File: src/rtl/music_sequencer.sv
// ROM-driven note sequencer: walks an address window, waits out the ROM read latency,
// then holds each note for a tempo-scaled beat with a trailing articulation gap.
module music_sequencer #(
  parameter int BEAT_CYCLES = 12_500_000,
  parameter int GAP_CYCLES  = 1_250_000
) (
  input  logic       clk,
  input  logic       rst_n,
  input  logic       play,
  input  logic       stop,
  input  logic       pause,
  input  logic       loop_en,
  input  logic [1:0] tempo,
  input  logic [7:0] start_addr,
  input  logic [7:0] end_addr,
  output logic [7:0] rom_addr,
  input  logic [7:0] rom_note,
  output logic [5:0] note,
  output logic       gate,
  output logic       busy,
  output logic       done
);

  // Eight spare bits so the x8 tempo shift can never overflow the counter.
  localparam int CW = $clog2(BEAT_CYCLES) + 8;
  localparam logic [CW-1:0] BEAT_BASE = CW'(BEAT_CYCLES);
  localparam logic [CW-1:0] GAP_BASE  = CW'(GAP_CYCLES);

  localparam logic [1:0] S_IDLE  = 2'd0;
  localparam logic [1:0] S_FETCH = 2'd1;
  localparam logic [1:0] S_LATCH = 2'd2;
  localparam logic [1:0] S_HOLD  = 2'd3;

  logic [1:0]    state_q, state_d;
  logic [7:0]    addr_q, addr_d;
  logic [7:0]    start_q, start_d;
  logic [7:0]    end_q, end_d;
  logic [5:0]    note_q, note_d;
  logic [CW-1:0] cnt_q, cnt_d;
  logic [1:0]    tempo_q, tempo_d;
  logic          done_q, done_d;

  logic [CW-1:0] beat;
  logic [CW-1:0] gate_limit;
  logic          beat_end;
  logic          unused_note_hi;

  assign beat           = BEAT_BASE << tempo_q;
  assign gate_limit     = beat - GAP_BASE;
  assign beat_end       = (cnt_q == beat - CW'(1));
  assign unused_note_hi = ^rom_note[7:6];

  always_comb begin
    state_d = state_q;
    addr_d  = addr_q;
    start_d = start_q;
    end_d   = end_q;
    note_d  = note_q;
    cnt_d   = cnt_q;
    tempo_d = tempo_q;
    done_d  = 1'b0;
    if (stop) begin
      state_d = S_IDLE;
      note_d  = '0;
    end else begin
      case (state_q)
        S_IDLE: begin
          if (play) begin
            start_d = start_addr;
            end_d   = end_addr;
            addr_d  = start_addr;
            state_d = S_FETCH;
          end
        end
        S_FETCH: state_d = S_LATCH;
        S_LATCH: begin
          note_d  = rom_note[5:0];
          cnt_d   = '0;
          tempo_d = tempo;
          state_d = S_HOLD;
        end
        S_HOLD: begin
          if (!pause) begin
            if (beat_end) begin
              if (addr_q != end_q) begin
                addr_d  = addr_q + 8'd1;
                state_d = S_FETCH;
              end else if (loop_en) begin
                addr_d  = start_q;
                state_d = S_FETCH;
              end else begin
                state_d = S_IDLE;
                note_d  = '0;
                done_d  = 1'b1;
              end
            end else begin
              cnt_d = cnt_q + CW'(1);
            end
          end
        end
        default: state_d = S_IDLE;
      endcase
    end
  end

  always_ff @(posedge clk or negedge rst_n) begin
    if (!rst_n) begin
      state_q <= S_IDLE;
      addr_q  <= '0;
      start_q <= '0;
      end_q   <= '0;
      note_q  <= '0;
      cnt_q   <= '0;
      tempo_q <= '0;
      done_q  <= 1'b0;
    end else begin
      state_q <= state_d;
      addr_q  <= addr_d;
      start_q <= start_d;
      end_q   <= end_d;
      note_q  <= note_d;
      cnt_q   <= cnt_d;
      tempo_q <= tempo_d;
      done_q  <= done_d;
    end
  end

  // Gate is the only combinational output so pause silences the note immediately.
  assign gate     = (state_q == S_HOLD) && (note_q != 6'd0) && !pause && (cnt_q < gate_limit);
  assign busy     = (state_q != S_IDLE);
  assign rom_addr = addr_q;
  assign note     = note_q;
  assign done     = done_q;

endmodule
File: config.mk
export PLATFORM = sky130hd
export DESIGN_NAME = music_sequencer
export DESIGN_NICKNAME = d
export VERILOG_FILES = /design/src/rtl/music_sequencer.sv
export SDC_FILE = /design/constraint.sdc
export NUM_CORES = 1
export LEC_CHECK = 0
export CORE_UTILIZATION = 51
export DETAILED_ROUTE_END_ITERATION = 6
export PLACE_DENSITY = 0.7
export RECOVER_POWER = 100
export REMOVE_ABC_BUFFERS = 1
export SLEW_MARGIN = 20
export SYNTH_ARGS = -nofsm -noshare
export SYNTH_HDL_FRONTEND = slang
export SYNTH_SLANG_ARGS = --single-unit
File: constraint.sdc
create_clock -name clk -period 4.45 [get_ports clk]
set_input_delay 0.6675 -clock clk [delete_from_list [all_inputs] [get_ports clk]]
set_output_delay 0.6675 -clock clk [all_outputs]
set_load 0.02 [all_outputs]
==> After elaboration in Yosys (flattened, before gate mapping) <==
Cells that the tools add are included.
Widths: inputs -> output; s select.
{ "word_totals": {"ff_bits": 67, "inputBits": 32, "out_inout_bits": 17, "elab_cells": 74} }
{ "classes": {"n_addsub": 4, "n_lt_le_gt_ge": 1, "eq_ne": 15, "shift": 1, "muxes": 28, "n_bitwise": 1, "reduce_logical": 16} }
{ "ops": {"columns": ["cell", "n"], "rows": [
  ["$mux 32", 2],
  ["$pmux 32 s2", 1],
  ["$mux 8", 5],
  ["$add 32x1->32 const B", 1],
  ["$eq 32x32->1", 1],
  ["$lt 32x32->1", 1],
  ["$shl 24x2->32 const A", 1],
  ["$sub 32x1->32 const B", 1],
  ["$sub 32x21->32 const B", 1],
  ["$mux 6", 5],
  ["$ne 3x3->1 const B", 6],
  ["$pmux 8 s2", 1],
  ["$pmux 6 s2", 1],
  ["$add 8x1->8 const B", 1],
  ["$mux 1", 8],
  ["$mux 2", 4],
  ["$ne 2x2->1 const B", 4],
  ["$ne 8x8->1", 1],
  ["$pmux 2 s4", 1],
  ["$reduce_and 3->1", 2],
  ["$reduce_and 6->1", 1],
  ["$reduce_bool 2->1", 3],
  ["$reduce_bool 6->1", 1],
  ["$reduce_and 5->1", 1],
  ["9 further kinds", 12]
]} }

==> Depth between registers and ports, before layout <==
{ "logic_depth": {"ltp_word": 7, "ltp_mapped": 12} }

==> Worst setup path before layout <==
Ideal clock, no wire load.
{ "synth_path": {"path_type": "flip-flop to output port", "startpoint": "reg tempo_q[0]", "endpoint": "out gate", "arrival_time_ns": 2.308, "required_ns": 3.783, "path_slack_ns": 1.475, "stages_incl_launch_ff": 10, "path_buffers": 1, "cell_sequence": "dfrtp_1 buf_4 nor2b_2 inv_2 ha_1 o2111ai_1 nor2_1 a221o_1 a2111o_1 a21oi_1"} }
{ "synth_via": {"elab_chain_len": 4} }
{ "synth_lines": {"columns": ["item", "line_no", "rtl"], "rows": [
  ["from (decl)", "40", "logic [1:0] tempo_q, tempo_d;"],
  ["from (signal assigned)", "123", "tempo_q <= tempo_d;"],
  ["$shl 24x2->32", "48", "assign beat = BEAT_BASE << tempo_q;"],
  ["$sub 32x21->32", "49", "assign gate_limit = beat - GAP_BASE;"],
  ["$lt 32x32->1", "129", "assign gate = (state_q == S_HOLD) && (note_q != 6'd0) && !pause && (cnt_q < gate_limit);"],
  ["$logic_and 1x1->1", "129", null],
  ["to (decl)", "19", "output logic gate,"]
]} }
Every way passes these cells.

==> Worst setup path in the final report <==
{ "layout_path": {"startpoint": "reg tempo_q[1]", "endpoint": "out gate"} }
The elaborated chain is that of the path after synthesis.

==> impl_metrics.tcl <==
set metrics [dict create \
    synth_ff_type "dfrtp_1" \
    hold_class "flop to flop" \
    irDropWorstVdd_mv 0.2697 \
    drv_cap 2 \
    slowest_delay_ps 690 \
    wl_per_cell_um 16.92 \
    portBuffers 46 \
    critPathCaptureType "primary output" \
    finalHoldViolCount 0 \
    fin_ws_ps 286.5 \
    synth_edf_count 0 \
    die_height_um 95.39 \
    relSlewSlack -0.3715 \
    synthCells 455 \
    syn2layout_area_growth_pct 14.82 \
    fillerInstances 727 \
    cts_max_path_buffers 2 \
    nets 570 \
    grt_max_degree 39 \
    violations "max-capacitance violations, max-slew violations" \
    core_um2 8341 \
    final-max-slew-violation-count 70 \
    drive_above_1_share 0.08876 \
    fmax_mhz 240.2 \
    ctsResizeCount 0 \
    grt_pass1_wl_mm 17.46 \
    clock_latency_ps 340 \
    multiInputGateArea_um2 2596 \
    cellLeakagePower_uw 0.002266 \
    die_area_um2 9099 \
    cts_tree "built" \
    regArea_um2 1677 \
    crit_fanout 12 \
    start_kind "flop" \
    grtUsageTotal 0.2513 \
    die_x_um 95.39 \
    cts_root_buf "clkbuf_8" \
    intPower_uw 1454 \
    async_reset_ff_frac 1.000 \
    cts.sinks 67 \
    placementRows 33 \
    status "complete, but fails checks" \
    switching_share 0.3815 \
    cp_cell_sequence "nor2b_2 -> inv_2 -> ha_1 -> o2111ai_1 -> nor2_1 -> a221o_1 -> a2111o_1 -> a21oi_1 -> dlygate4sd3_1" \
    fin_crit_ps 4163 \
    setup_tns_ps 0 \
    pre_cts_slack_ps 740.4 \
    rsz0062_at_grt "false" \
    hpwlAfterDp_mm 7.519 \
    cts.clk_slew.worst_paths_ps 80 \
    first_iter_violations 153 \
    place_congestion 0.8933 \
    yosys_register_bits 67 \
    synth.distinct_cells 60 \
    comb_power_share 0.387 \
    crit_type "flop to primary output" \
    synth_area_um2 4448 \
    first_pass_iters 4 \
    dp_cells 597 \
    ys_seq_area_frac 0.3769 \
    diodes 0 \
    ios 49 \
    cpLargestDelayFamily "compound AO/OA/AOI/OAI gates" \
    fin_cells 612 \
    p_sw_uw 897.1 \
    path_buf_inv 2 \
    remaining_drc_errors 0 \
    cts_hold_buf 0 \
    grt_overflow_total 0 \
    power_density_nw_per_um2 460.4 \
    postCtsSetupBuffers 0 \
    numCtsBuffers 9 \
    route.vias.total 3645 \
    clock_skew_ps 12.07 \
    h-tree-depth 3 \
    arrival_ps 3500 \
    syn_area_per_cell_um2 9.776 \
    vias_per_cell 5.956 \
    grt_pass1_vias 3665 \
    setup_viol 0 \
    drt-total-wl_mm 10.36 \
    drtAntennaViolNets 0 \
    cp_slowest_cell "dlygate4sd3_1" \
    clkPwrFrac 0.208 \
    required_ps 3780 \
    pwr-share-seq 0.405 \
    min_period_over_period 0.9356 \
    antenna_found_initial 0 \
    ys_warn_count 0 \
    worst_pin_slew_ps 2057 \
    start_util 0.5333 \
]
state kept, by name (all words and copies together), names as in the netlist:
signal / count
cnt_q: 32
end_q: 8
rom_addr: 8
start_q: 8
note: 6
state_q: 2
tempo_q: 2
done: 1
area by class of cell:
cell class                 count  share of cell area
clock buffer                   9             0.02425
inverter                      10            0.007349
timing repair buffer          51             0.09481
clock inverter                 6             0.01127
sequential                    67              0.3283
multi-input combinational    364              0.5083
tap                          105             0.02572
final timing paths:
path | start | end | slack (ps) | depth (start not counted)
setup reg to reg | tempo_q[0] | cnt_q[9] | 490 | 9
hold reg to reg | start_q[1] | start_q[1] | 510 | 1
setup / recovery | tempo_q[1] | gate | 290 | 9
hold / removal | start_q[1] | start_q[1] | 510 | 1
max in group asynchronous | rst_n | rom_addr[0] | 1120 | 2
min in group asynchronous | rst_n | cnt_q[13] | 710 | 1
kinds of logic (layout without fill, tap and decap cells):
kind of cell             count (synthesis)  in the layout  synth area share
AO/OA/AOI/OAI                          110            110            0.1660
XOR/XNOR                                19             19           0.03741
flip-flops                              67             67            0.3769
AND/OR/NAND/NOR                        159            159            0.2014
buffers and inverters                   28             76           0.02588
multiplexers                            34             34           0.09001
adder cells (fa/ha/maj)                 36             36            0.1007
other                                    2              6          0.001688
power by group through the flow:
stage                     Combinational [uW]  Sequential, uW  Clock, uW
after floorplan                          639             968          0
after global placement                   948             956          0
after detailed placement                 982             963          0
after CTS                                987             954        505
after global routing                    1020             979        538
final                                    909             952        490
metrics by stage:
| stage | util | cell area (um2) | hold slack [ps] | total power (uW) |
|---|---|---|---|---|
| final | 0.6124 | 5107 | 507.6 | 2352 |
| after global routing | 0.6124 | 5107 | 523.1 | 2536 |
| after CTS | 0.6224 | 5191 | 366.6 | 2447 |
| after detailed placement | 0.6007 | 5010 | 494.8 | 1946 |
| after global placement | 0.6007 | 5010 | 486.4 | 1904 |
| after floorplan | - | 4385 | 371.9 | 1608 |
routing by layer:
metal	vias up	global-route usage	share of wire
met2	93	0.3952	0.47
met3	12	0.05183	0.045
li1	1781	-	-
met1	1759	0.3439	0.47
met5	-	0	0
met4	0	0.08582	0.013
synth_stat cells (all sizes together) (3+ instances only):
| cell | number | area (um2) |
|---|---|---|
| a21o | 6 | 45.04 |
| a21oi | 27 | 135.1 |
| a22o | 7 | 61.31 |
| and2 | 8 | 50.05 |
| and3 | 8 | 50.05 |
| and4 | 4 | 35.03 |
| buf | 6 | 32.53 |
| clkbuf | 12 | 45.04 |
| dfrtp | 67 | 1677 |
| ha | 35 | 437.9 |
| inv | 10 | 37.53 |
| mux2 | 24 | 296.5 |
| mux2i | 10 | 103.9 |
| nand2 | 35 | 131.4 |
| nand2b | 5 | 31.28 |
| nand3 | 17 | 97.60 |
| nand4 | 10 | 77.57 |
| nor2 | 24 | 95.09 |
| nor2b | 7 | 46.30 |
| nor3 | 6 | 30.03 |
| nor4 | 4 | 25.02 |
| o2111ai | 5 | 61.31 |
| o211ai | 7 | 52.55 |
| o21ai | 34 | 173.9 |
| o31ai | 11 | 82.58 |
| or2 | 3 | 18.77 |
| or3 | 13 | 81.33 |
| or4 | 7 | 52.55 |
| xnor2 | 6 | 52.55 |
| xor2 | 13 | 113.9 |
cells in the final DEF (no fill, tap or decap), types with 7 or more instances in the layout:
master           count
a21oi_1             27
a22o_1               7
and2_1               7
and3_1               8
clkbuf_8             9
clkdlybuf4s50_1     27
dfrtp_1             67
dlygate4sd3_1       18
ha_1                35
inv_1                9
mux2_2              17
mux2i_1              9
nand2_1             35
nand3_1             17
nand4_1             10
nor2_1              23
o211ai_1             7
o21ai_0             33
o31ai_1             11
or3_1               13
or4_1                7
xor2_1              13
(Power assumes the default switching activity.)
